<file path="config.mk">
export PLATFORM = sky130hd
export DESIGN_NAME = program_counter
export DESIGN_NICKNAME = d
export VERILOG_FILES = /design/src/rtl/program_counter.sv
export SDC_FILE = /design/constraint.sdc
export NUM_CORES = 1
export LEC_CHECK = 0
export BUFFER_PORTS_ARGS = -buffer_cell sky130_fd_sc_hd__buf_2
export CORE_ASPECT_RATIO = 0.75
export CORE_MARGIN = 1
export CORE_UTILIZATION = 25
export CTS_BUF_LIST = sky130_fd_sc_hd__clkbuf_2 sky130_fd_sc_hd__clkbuf_4 sky130_fd_sc_hd__clkbuf_8
export DETAILED_ROUTE_END_ITERATION = 10
export SETUP_SLACK_MARGIN = 0.4
export SLEW_MARGIN = 20
export SYNTH_ARGS = -nofsm -noshare
export SYNTH_HDL_FRONTEND = slang
export SYNTH_SLANG_ARGS = --single-unit
export TNS_END_PERCENT = 50
</file>
<file path="constraint.sdc">
create_clock -name CLK -period 1.1 [get_ports CLK]
set_clock_uncertainty 0.1 [all_clocks]
set_input_delay 0.22 -clock CLK [delete_from_list [all_inputs] [get_ports CLK]]
set_output_delay 0.22 -clock CLK [all_outputs]
set_load 0.03 [all_outputs]
</file>
<file path="src/rtl/program_counter.sv">
// Program counter for the multicycle accumulator datapath: picks one of three
// candidate next-PC values and loads it on an unconditional write or taken branch.
module program_counter #(
    parameter int               WIDTH       = 16,
    parameter logic [WIDTH-1:0] RESET_VALUE = '0
) (
    input  logic             CLK,
    input  logic             reset,
    input  logic             PCWrite,
    input  logic             Branch,
    input  logic             bneOrbeq,
    input  logic             Zero,
    input  logic [1:0]       PCSrc,
    input  logic [WIDTH-1:0] PCInA,
    input  logic [WIDTH-1:0] PCInB,
    input  logic [WIDTH-1:0] PCInC,
    output logic [WIDTH-1:0] PCOut
);

    logic             take_s;
    logic             load_s;
    logic [WIDTH-1:0] mux_s;
    logic [WIDTH-1:0] pc_d;
    logic [WIDTH-1:0] pc_q;

    // Branch decision, load enable and next-PC source selection.
    always_comb begin
        take_s = 1'b0;
        load_s = 1'b0;
        mux_s  = pc_q;
        pc_d   = pc_q;

        // bneOrbeq=1 takes on Zero, bneOrbeq=0 takes on not-Zero
        if (Branch) begin
            take_s = bneOrbeq ? Zero : ~Zero;
        end else begin
            take_s = 1'b0;
        end

        load_s = PCWrite | take_s;

        case (PCSrc)
            2'b00:   mux_s = PCInA;
            2'b01:   mux_s = PCInB;
            2'b10:   mux_s = PCInC;
            default: mux_s = pc_q;   // reserved select keeps the current PC
        endcase

        if (load_s) begin
            pc_d = mux_s;
        end else begin
            pc_d = pc_q;
        end
    end

    // PC state register with asynchronous active-low clear.
    always_ff @(posedge CLK or negedge reset) begin
        if (!reset) begin
            pc_q <= RESET_VALUE;
        end else begin
            pc_q <= pc_d;
        end
    end

    assign PCOut = pc_q;

endmodule

</file>
==> flow_metrics.tcl, run 1 <==
set metrics [dict create \
    status "finished with violations" \
    violations "negative hold slack, negative setup slack" \
    drive_above_1_share_pct 60.5 \
    ff_latch_area_um2 400 \
    synthArstFlopShare_pct 100 \
    start_util_pct 26.1 \
    synth_ff_type "dfrtp_1" \
    max-slew-margin-rel_pct 75.0 \
    hold_class "in -> async" \
    post-route-min-period_ps 1280 \
    cts_tree "yes" \
    cts_buffers 3 \
    clock_path_buffers 2 \
    cts_root_buf "clkbuf_8" \
    grt_max_degree 33 \
    largest_reg_flops 16 \
    postCtsSetupBuffers 0 \
    worstPathArrival_ps 1310 \
    core_um2 3660 \
    synth_area_leaders "dfrtp_1 42%, mux2_2 19%, a22oi_1 13%" \
    leakage_nw 0.842 \
    crit_path_end_kind "flop" \
    dr_total_vias 994 \
    syn_inst 97 \
    netlist_area_um2 957 \
    yosysSeqAreaShare_pct 41.8 \
    synth.distinct_cells 14 \
    gr-total-overflow 0 \
    nets 228 \
    cp_max_fo 8 \
    fmax_ghz 0.780 \
    wire_per_inst_um 13.7 \
    die_w_um 73.5 \
    core.rowCount 19 \
    min_period_over_period_pct 117 \
    rsz0062_at_grt "yes" \
    yosys_warnings 0 \
    drt_first_pass_iters 2 \
    clock-sinks 16 \
    maxCapViolCount 0 \
    antenna_found_initial 0 \
    drv_slew 0 \
    tightest_slew_ps 375 \
    dp_cells 215 \
    critical_path.startpoint_type "input pin" \
    first_iter_violations 30 \
    routed_via_density 4.54 \
    worstSetupPathType "in -> reg" \
    grt_pass1_vias 1041 \
    antennaDiodeCount 0 \
    fin_ws_ps -182 \
    powerDensity_nw_per_um2 1370 \
    crit_start "PCSrc[1]" \
    ant_nets 0 \
    multi_input_area_um2 621 \
    synth_top_area_share_pct 41.8 \
    grt_pass1_wl_um 4790 \
    ioPinCount 72 \
    clk_latency_ps 240 \
    cp.required_ps 1130 \
    drc 0 \
    whs_ps -213 \
    port_buffers 71 \
    syn_area_per_cell_um2 9.87 \
    synth_edf_count 0 \
    cts.reportedPaths.clkPinSlew_ps 60 \
    hold_violations 16 \
    syn-num-nets 156 \
    ir_drop_uv 668 \
    ys_top_cells_by_count "16 x a22oi_1, 16 x dfrtp_1, 16 x mux2_2, 16 x nand2_1, 12 x o21ai_0" \
    finalNonFillerCells 219 \
    ys_seq_elements 16 \
    cts.htree.levels 1 \
    r2r-start "PCOut[3]$_DFFE_PN0P_" \
    dpl.hpwl_um 2050 \
    nFillCells 366 \
    die_y_um 55.6 \
    drt_wl_total_um 3010 \
    setup_viol 25 \
    fp.dieArea_um2 4080 \
    area_growth_pct 74.5 \
    grt_usage_pct 15.5 \
    synth.largest_area_cell "dfrtp_1" \
    gp_congestion 0.792 \
]
path summary, 6_finish.rpt:
check | end | slack (ps) | cells past startpoint
min in group CLK | PCOut[13]$_DFFE_PN0P_ | 230 | 4
max reg2reg | PCOut[3]$_DFFE_PN0P_ | 200 | 1
max in group asynchronous | PCOut[1]$_DFFE_PN0P_ | 840 | 1
max | PCOut[14]$_DFFE_PN0P_ | -180 | 6
min | PCOut[4]$_DFFE_PN0P_ | -210 | 1
min reg2reg | PCOut[7]$_DFFE_PN0P_ | 430 | 1
cell families (layout without fill, tap and decap cells):
logic type	Yosys count	in the layout	synth area share, %
compound gates	33	33	22.2
simple gates	17	17	6.93
mux	16	16	18.8
flops	16	16	41.8
buf+inv	11	81	5.36
fa+ha+maj	3	3	3.92
xor+xnor	1	1	0.915
timing repair:
item,4_1_cts,5_1_grt
setup endpoints to repair,32,32
cloned,1,0
resized for setup,54,6
endpoints found under the hold margin,16,16
pin swaps,2,0
critical path, stage by stage:
cell       delay (ps)
buf_8             110
ha_4              160
nand2b_4          140
o22ai_4           170
clkbuf_16         210
mux2_4            300
placed cells by master, fill, tap and decap left out:
cell       instances
buf_2             53
buf_6             17
dfrtp_1           16
nand2_1           16
mux2_4            16
a22oi_1           13
o21ai_0           10
o21ai_1            6
inv_1              3
a22oi_2            3
clkbuf_8           3
ha_4               2
buf_4              2
xor2_1             1
nand2b_4           1
o22ai_4            1
ha_1               1
clkbuf_16          1
buf_8              1
buf_12             1
per-stage QoR:
step           setup WS [ps]  area, µm²  utilization, %  total power, W  setup TNS, ps
4_1_cts                 -188       1660            45.3         0.00230          -3020
3_3_place_gp            -448       1410            38.6         0.00158          -7130
2_1_floorplan           -341       1020               -         0.00129          -4600
3_5_place_dp            -461       1410            38.6         0.00159          -7260
6_report                -182       1670            45.6         0.00228          -2670
5_1_grt                 -200       1670            45.6         0.00242          -3450
cell type report:
| cell class | count | share of cell area, % |
|---|---|---|
| clock buffer | 3 | 2.47 |
| inverter | 3 | 0.674 |
| multi-input combinational | 70 | 37.2 |
| sequential | 16 | 24.0 |
| tap | 52 | 3.90 |
| timing repair buffer | 75 | 31.8 |
routing by layer:
layer | up-vias | routed length [µm] | track usage (%)
met2 | 25 | 1490 | 26.3
met1 | 479 | 1380 | 19.8
met3 | 2 | 104 | 3.44
li1 | 488 | - | -
met5 | - | 0 | 0
met4 | 0 | 27 | 4.12
power by group:
part / leakage [nW] / internal, W / switching (W)
sequential: 0.200 / 0.000705 / 0.0000948
combinational: 0.621 / 0.000561 / 0.000504
clock: 0.0216 / 0.000242 / 0.000176
total: 0.842 / 0.00151 / 0.000775
(Power assumes the default switching activity.)
==> inputs of run 2 (changes only) <==
==> constraint.sdc (replaced) <==
create_clock -name CLK -period 1.1 [get_ports CLK]
set_clock_uncertainty 0.1 [all_clocks]
set_input_delay 0.055 -clock CLK [delete_from_list [all_inputs] [get_ports CLK]]
set_output_delay 0.055 -clock CLK [all_outputs]
set_load 0.03 [all_outputs]
==> flow_metrics.tcl, run 2 (synthesized netlist as in run 1, its figures left out) <==
set metrics [dict create \
    drv_slew 0 \
    power.total_w 0.00241 \
    drc 0 \
    hold_violations 0 \
    final_common_cell "buf_2" \
    critical_path.startpoint_type "input pin" \
    cp.required_ps 1140 \
    area_growth_pct 81.4 \
    crit_start "PCSrc[1]" \
    leakage_nw 0.883 \
    min_period_over_period_pct 101 \
    clkPwrFrac_pct 22.4 \
    routed_via_density 4.34 \
    p_sw_share_pct 33.5 \
    core_um2 3660 \
    tns_ps -51.6 \
    violations "negative setup slack" \
    cts.reportedPaths.clkPinSlew_ps 70 \
    drt_wl_total_um 2920 \
    r2r-start "PCOut[1]$_DFFE_PN0P_" \
    cts_tree "yes" \
    fin_ws_ps -9.30 \
    tightest_slew_ps 239 \
    r2r_end "PCOut[1]$_DFFE_PN0P_" \
    post-route-min-period_ps 1110 \
    drive_above_1_share_pct 60.3 \
    drt_first_pass_iters 3 \
    port_buffers 71 \
    grt_pass1_wl_um 4350 \
    antenna_found_initial 0 \
    final_cell_mix "52 x buf_2, 17 x buf_6" \
    gr-total-overflow 0 \
    design_area_um2 1740 \
    fmax_ghz 0.901 \
    cts_buffers 3 \
    gp_congestion 0.832 \
    multi_input_area_um2 598 \
    die_y_um 55.6 \
    status "finished with violations" \
    dr_total_vias 981 \
    ant_nets 0 \
    antennaDiodeCount 0 \
    ff_latch_area_um2 400 \
    grt_pass1_vias 944 \
    worstPathArrival_ps 1150 \
    nets 234 \
    max-slew-margin-rel_pct 84.0 \
    grt_max_degree 25 \
    cp_max_fo 8 \
    ioPinCount 72 \
    pwr-share-seq_pct 32.7 \
    die_w_um 73.5 \
    ff2ff_setup_slack_ps 210 \
    largest_reg_flops 16 \
    core.rowCount 19 \
    r2r_cells 1 \
    crit_path_end_kind "flop" \
    cts.htree.levels 1 \
    cts_root_buf "clkbuf_8" \
    clock-sinks 16 \
    rsz0062_at_grt "yes" \
    cp-endpoint "PCOut[1]$_DFFE_PN0P_" \
    dpl.hpwl_um 2070 \
    ir_drop_uv 700 \
    start_util_pct 26.1 \
    hold_class "in -> reg" \
    combPwrFrac_pct 45.0 \
    nFillCells 353 \
    wire_per_inst_um 12.9 \
    setup_viol 8 \
    pre_cts_ws_ps -311 \
    first_iter_violations 29 \
    maxCapViolCount 0 \
    switching_power_w 0.000807 \
    p_int_w 0.00160 \
    clock_path_buffers 2 \
    placed_area_um2 1460 \
    clk_latency_ps 250 \
    powerDensity_nw_per_um2 1390 \
    grt_usage_pct 14.2 \
    worstSetupPathType "in -> reg" \
    postCtsSetupBuffers 0 \
    fp.dieArea_um2 4080 \
]
run 2: changes by cell type in the layout (fill, tap and decap cells not counted), sizes merged:
cell and change:
buf +4, clkbuf +2, dlygate4sd3 +1
run 2: timing repair:
| item | in CTS | in global routing |
|---|---|---|
| gates resized for setup | 34 | 23 |
| pin swaps | 0 | 2 |
| hold endpoints to repair | 16 | 0 |
| endpoints found under the setup margin | 32 | 48 |
| cloned | 0 | 1 |
| hold buffers | 1 | 0 |
run 2: power groups by stage:
| stage | registers (W) | logic [W] | clock network, W |
|---|---|---|---|
| after floorplan | 0.00100 | 0.000272 | 0 |
| after global placement | 0.000765 | 0.000835 | 0 |
| after detailed placement | 0.000766 | 0.000838 | 0 |
| after CTS | 0.000783 | 0.000982 | 0.000562 |
| after global routing | 0.000802 | 0.00115 | 0.000589 |
| final | 0.000787 | 0.00108 | 0.000539 |
run 2: critical path: stages:
cell and delay [ps]:
buf_8 100, ha_4 160, nand2b_4 140, o22ai_4 170, clkbuf_16 220, mux2_4 300
run 2: how the worst min path moves through the flow:
stage / start / endpoint / slack, ps / cells past startpoint
finish: PCInA[14] / PCOut[14]$_DFFE_PN0P_ / 40 / 4
floorplan: reset / PCOut[0]$_DFFE_PN0P_ / -340 / 0
global placement: reset / PCOut[4]$_DFFE_PN0P_ / -100 / 1
CTS: PCInA[6] / PCOut[6]$_DFFE_PN0P_ / 30 / 4
global route: PCInA[5] / PCOut[5]$_DFFE_PN0P_ / 60 / 4
detailed placement: reset / PCOut[4]$_DFFE_PN0P_ / -90 / 1
run 2: per-stage QoR:
step	utilization, %	instances	hold slack (ps)
finish	47.4	226	44.9
global route	47.4	226	58.9
CTS	44.6	225	34.3
detailed placement	40.0	220	-90.9
global placement	40.0	220	-96.8
floorplan	-	97	-341
run 2: routing by layer:
layer / part of all wire, % / track usage [%] / routed length, µm
met3: 3.7 / 3.08 / 109
met5: 0 / 0 / 0
met2: 48 / 24.4 / 1410
met4: 1.8 / 5.22 / 54
met1: 46 / 17.2 / 1350
run 2: area by class of cell:
class | count | area share, %
Clock buffer | 4 | 3.17
Tap cell | 52 | 3.75
Sequential cell | 16 | 23.1
Multi-Input combinational cell | 70 | 34.4
Timing Repair Buffer | 81 | 34.9
Inverter | 3 | 0.648
==> inputs of run 3 (changes only) <==
--- a/config.mk
+++ b/config.mk
@@ -5,12 +5,13 @@
 export SDC_FILE = /design/constraint.sdc
 export NUM_CORES = 1
 export LEC_CHECK = 0
-export BUFFER_PORTS_ARGS = -buffer_cell sky130_fd_sc_hd__buf_2
+export BUFFER_PORTS_ARGS = -buffer_cell sky130_fd_sc_hd__buf_4
 export CORE_ASPECT_RATIO = 0.75
 export CORE_MARGIN = 1
-export CORE_UTILIZATION = 25
+export CORE_UTILIZATION = 35
 export CTS_BUF_LIST = sky130_fd_sc_hd__clkbuf_2 sky130_fd_sc_hd__clkbuf_4 sky130_fd_sc_hd__clkbuf_8
 export DETAILED_ROUTE_END_ITERATION = 10
+export PLACE_DENSITY = 0.71
 export SETUP_SLACK_MARGIN = 0.4
 export SLEW_MARGIN = 20
 export SYNTH_ARGS = -nofsm -noshare
==> flow_metrics.tcl, run 3 (synthesized netlist as in run 1, its figures left out) <==
set metrics [dict create \
    cts_root_buf "clkbuf_4" \
    dp_cells 203 \
    gr-usage-met2_pct 39.1 \
    dr_total_vias 1026 \
    clk_latency_ps 280 \
    hold_class "in -> reg" \
    drt_first_pass_iters 6 \
    busiest_layer "met2" \
    grt_use_met3_pct 7.04 \
    start_util_pct 36.8 \
    fp.dieArea_um2 2950 \
    hold_violations 1 \
    grt_usage_pct 20.6 \
    tightest_slew_ps 257 \
    ir_drop_uv 769 \
    dpl.hpwl_um 2240 \
    final_cell_mix "74 x buf_4, 16 x dfrtp_1, 16 x nand2_1" \
    grt_use_met1_pct 24.4 \
    final_common_cell "buf_4" \
    die_w_um 62.4 \
    ant_nets 0 \
    clock_path_buffers 2 \
    powerDensity_nw_per_um2 1230 \
    drc 0 \
    cp_max_fo 8 \
    clkPwrFrac_pct 14.7 \
    pre_cts_ws_ps -289 \
    critical_path.startpoint_type "input pin" \
    nets 233 \
    antennaDiodeCount 0 \
    drive_above_1_share_pct 60.5 \
    cts.reportedPaths.clkPinSlew_ps 100 \
    cts.htree.levels 1 \
    maxCapViolCount 0 \
    rsz0062_at_grt "yes" \
    grt_pass1_vias 996 \
    placed_area_um2 1600 \
    worstSetupPathType "in -> reg" \
    pwr-share-seq_pct 36.6 \
    leakage_nw 0.863 \
    wire_per_inst_um 14.3 \
    p_sw_share_pct 35.7 \
    nFillCells 233 \
    cts_tree "yes" \
    combPwrFrac_pct 48.7 \
    cp.required_ps 1170 \
    r2r_cells 1 \
    cts_buffers 3 \
    routed_via_density 4.93 \
    ff2ff_setup_slack_ps 220 \
    status "finished with violations" \
    fin_ws_ps 30.9 \
    post-route-min-period_ps 1070 \
    postCtsSetupBuffers 0 \
    first_iter_violations 20 \
    min_period_over_period_pct 97.2 \
    core_um2 2600 \
    p_int_w 0.00135 \
    port_buffers 71 \
    core.rowCount 16 \
    whs_ps -3.64 \
    clock-sinks 16 \
    grt_max_degree 22 \
    crit_path_end_kind "flop" \
    ioPinCount 72 \
    max-slew-margin-rel_pct 82.8 \
    die_y_um 47.3 \
    gp_congestion 0.714 \
    design_area_um2 1720 \
    setup_viol 0 \
    antenna_found_initial 0 \
    largest_reg_flops 16 \
    grt_pass1_wl_um 4640 \
    drt_wl_total_um 2980 \
    finalNonFillerCells 208 \
    area_growth_pct 79.3 \
    worstPathArrival_ps 1140 \
    switching_power_w 0.000751 \
    drv_slew 0 \
    gr-total-overflow 0 \
    fmax_ghz 0.935 \
    min_path_cells 4 \
    violations "negative hold slack" \
]
## run 3: changes by cell type in the layout (fill, tap and decap cells not counted)
cell / previous run / this run
buf_4: 5 / 74
buf_2: 52 / 0
buf_6: 17 / 1
mux2_2: 0 / 8
mux2_4: 16 / 8
clkbuf_8: 4 / 0
a22oi_1: 16 / 13
a22oi_2: 0 / 3
clkbuf_4: 1 / 3
ha_1: 0 / 2
ha_2: 2 / 0
buf_12: 3 / 2
buf_16: 0 / 1
clkbuf_16: 1 / 0
## run 3: final cells by class
cell class | count | area [µm²] | share of cell area (%)
well taps | 36 | 45.0 | 2.62
flip-flops and latches | 16 | 400 | 23.3
inverters | 3 | 11.3 | 0.656
clock buffers | 3 | 22.5 | 1.31
repair buffers | 80 | 659 | 38.4
multi-input cells | 70 | 578 | 33.7
## run 3: worst paths after layout
kind | startpoint | endpoint
worst max-delay path | PCSrc[1] | PCOut[2]$_DFFE_PN0P_
worst min-delay path | PCInA[6] | PCOut[6]$_DFFE_PN0P_
worst max register to register | PCOut[8]$_DFFE_PN0P_ | PCOut[8]$_DFFE_PN0P_
worst min register to register | PCOut[14]$_DFFE_PN0P_ | PCOut[14]$_DFFE_PN0P_
max in group asynchronous | reset | PCOut[2]$_DFFE_PN0P_
min in group asynchronous | reset | PCOut[13]$_DFFE_PN0P_
## run 3: worst max-delay path, stage by stage
cell	delay [ps]
buf_8	100
ha_4	160
nand2b_4	140
o22ai_4	190
buf_12	180
mux2_4	300
## run 3: stage by stage
step	utilization (%)	power [W]	setup TNS, ps	hold WS (ps)
after global routing	66.0	0.00222	0	6.39
after detailed placement	61.5	0.00172	-4460	-172
after CTS	65.4	0.00211	0	0.299
after global placement	61.5	0.00170	-4070	-178
after floorplan	-	0.00127	-2510	-341
final	66.0	0.00211	0	-3.64
## run 3: layer usage
metal / routed length [µm] / up-vias
li1: - / 501
met1: 1210 / 494
met2: 1600 / 31
met3: 163 / 0
met4: 0 / 0
met5: 0 / -
## run 3: repair_timing
item                       in CTS  in global routing
setup endpoints to repair      32                 32
hold endpoints to repair       16                  0
cloned                          1                  0
pin swaps                       2                  0
hold buffers                    1                  0
resized for setup              12                  4
## run 3: power by group through the flow
stage / Clock, W / Combinational [W] / Sequential (W)
finish: 0.000310 / 0.00102 / 0.000771
global route: 0.000349 / 0.00108 / 0.000786
CTS: 0.000317 / 0.00102 / 0.000771
detailed placement: 0 / 0.000946 / 0.000777
global placement: 0 / 0.000927 / 0.000774
floorplan: 0 / 0.000272 / 0.00100
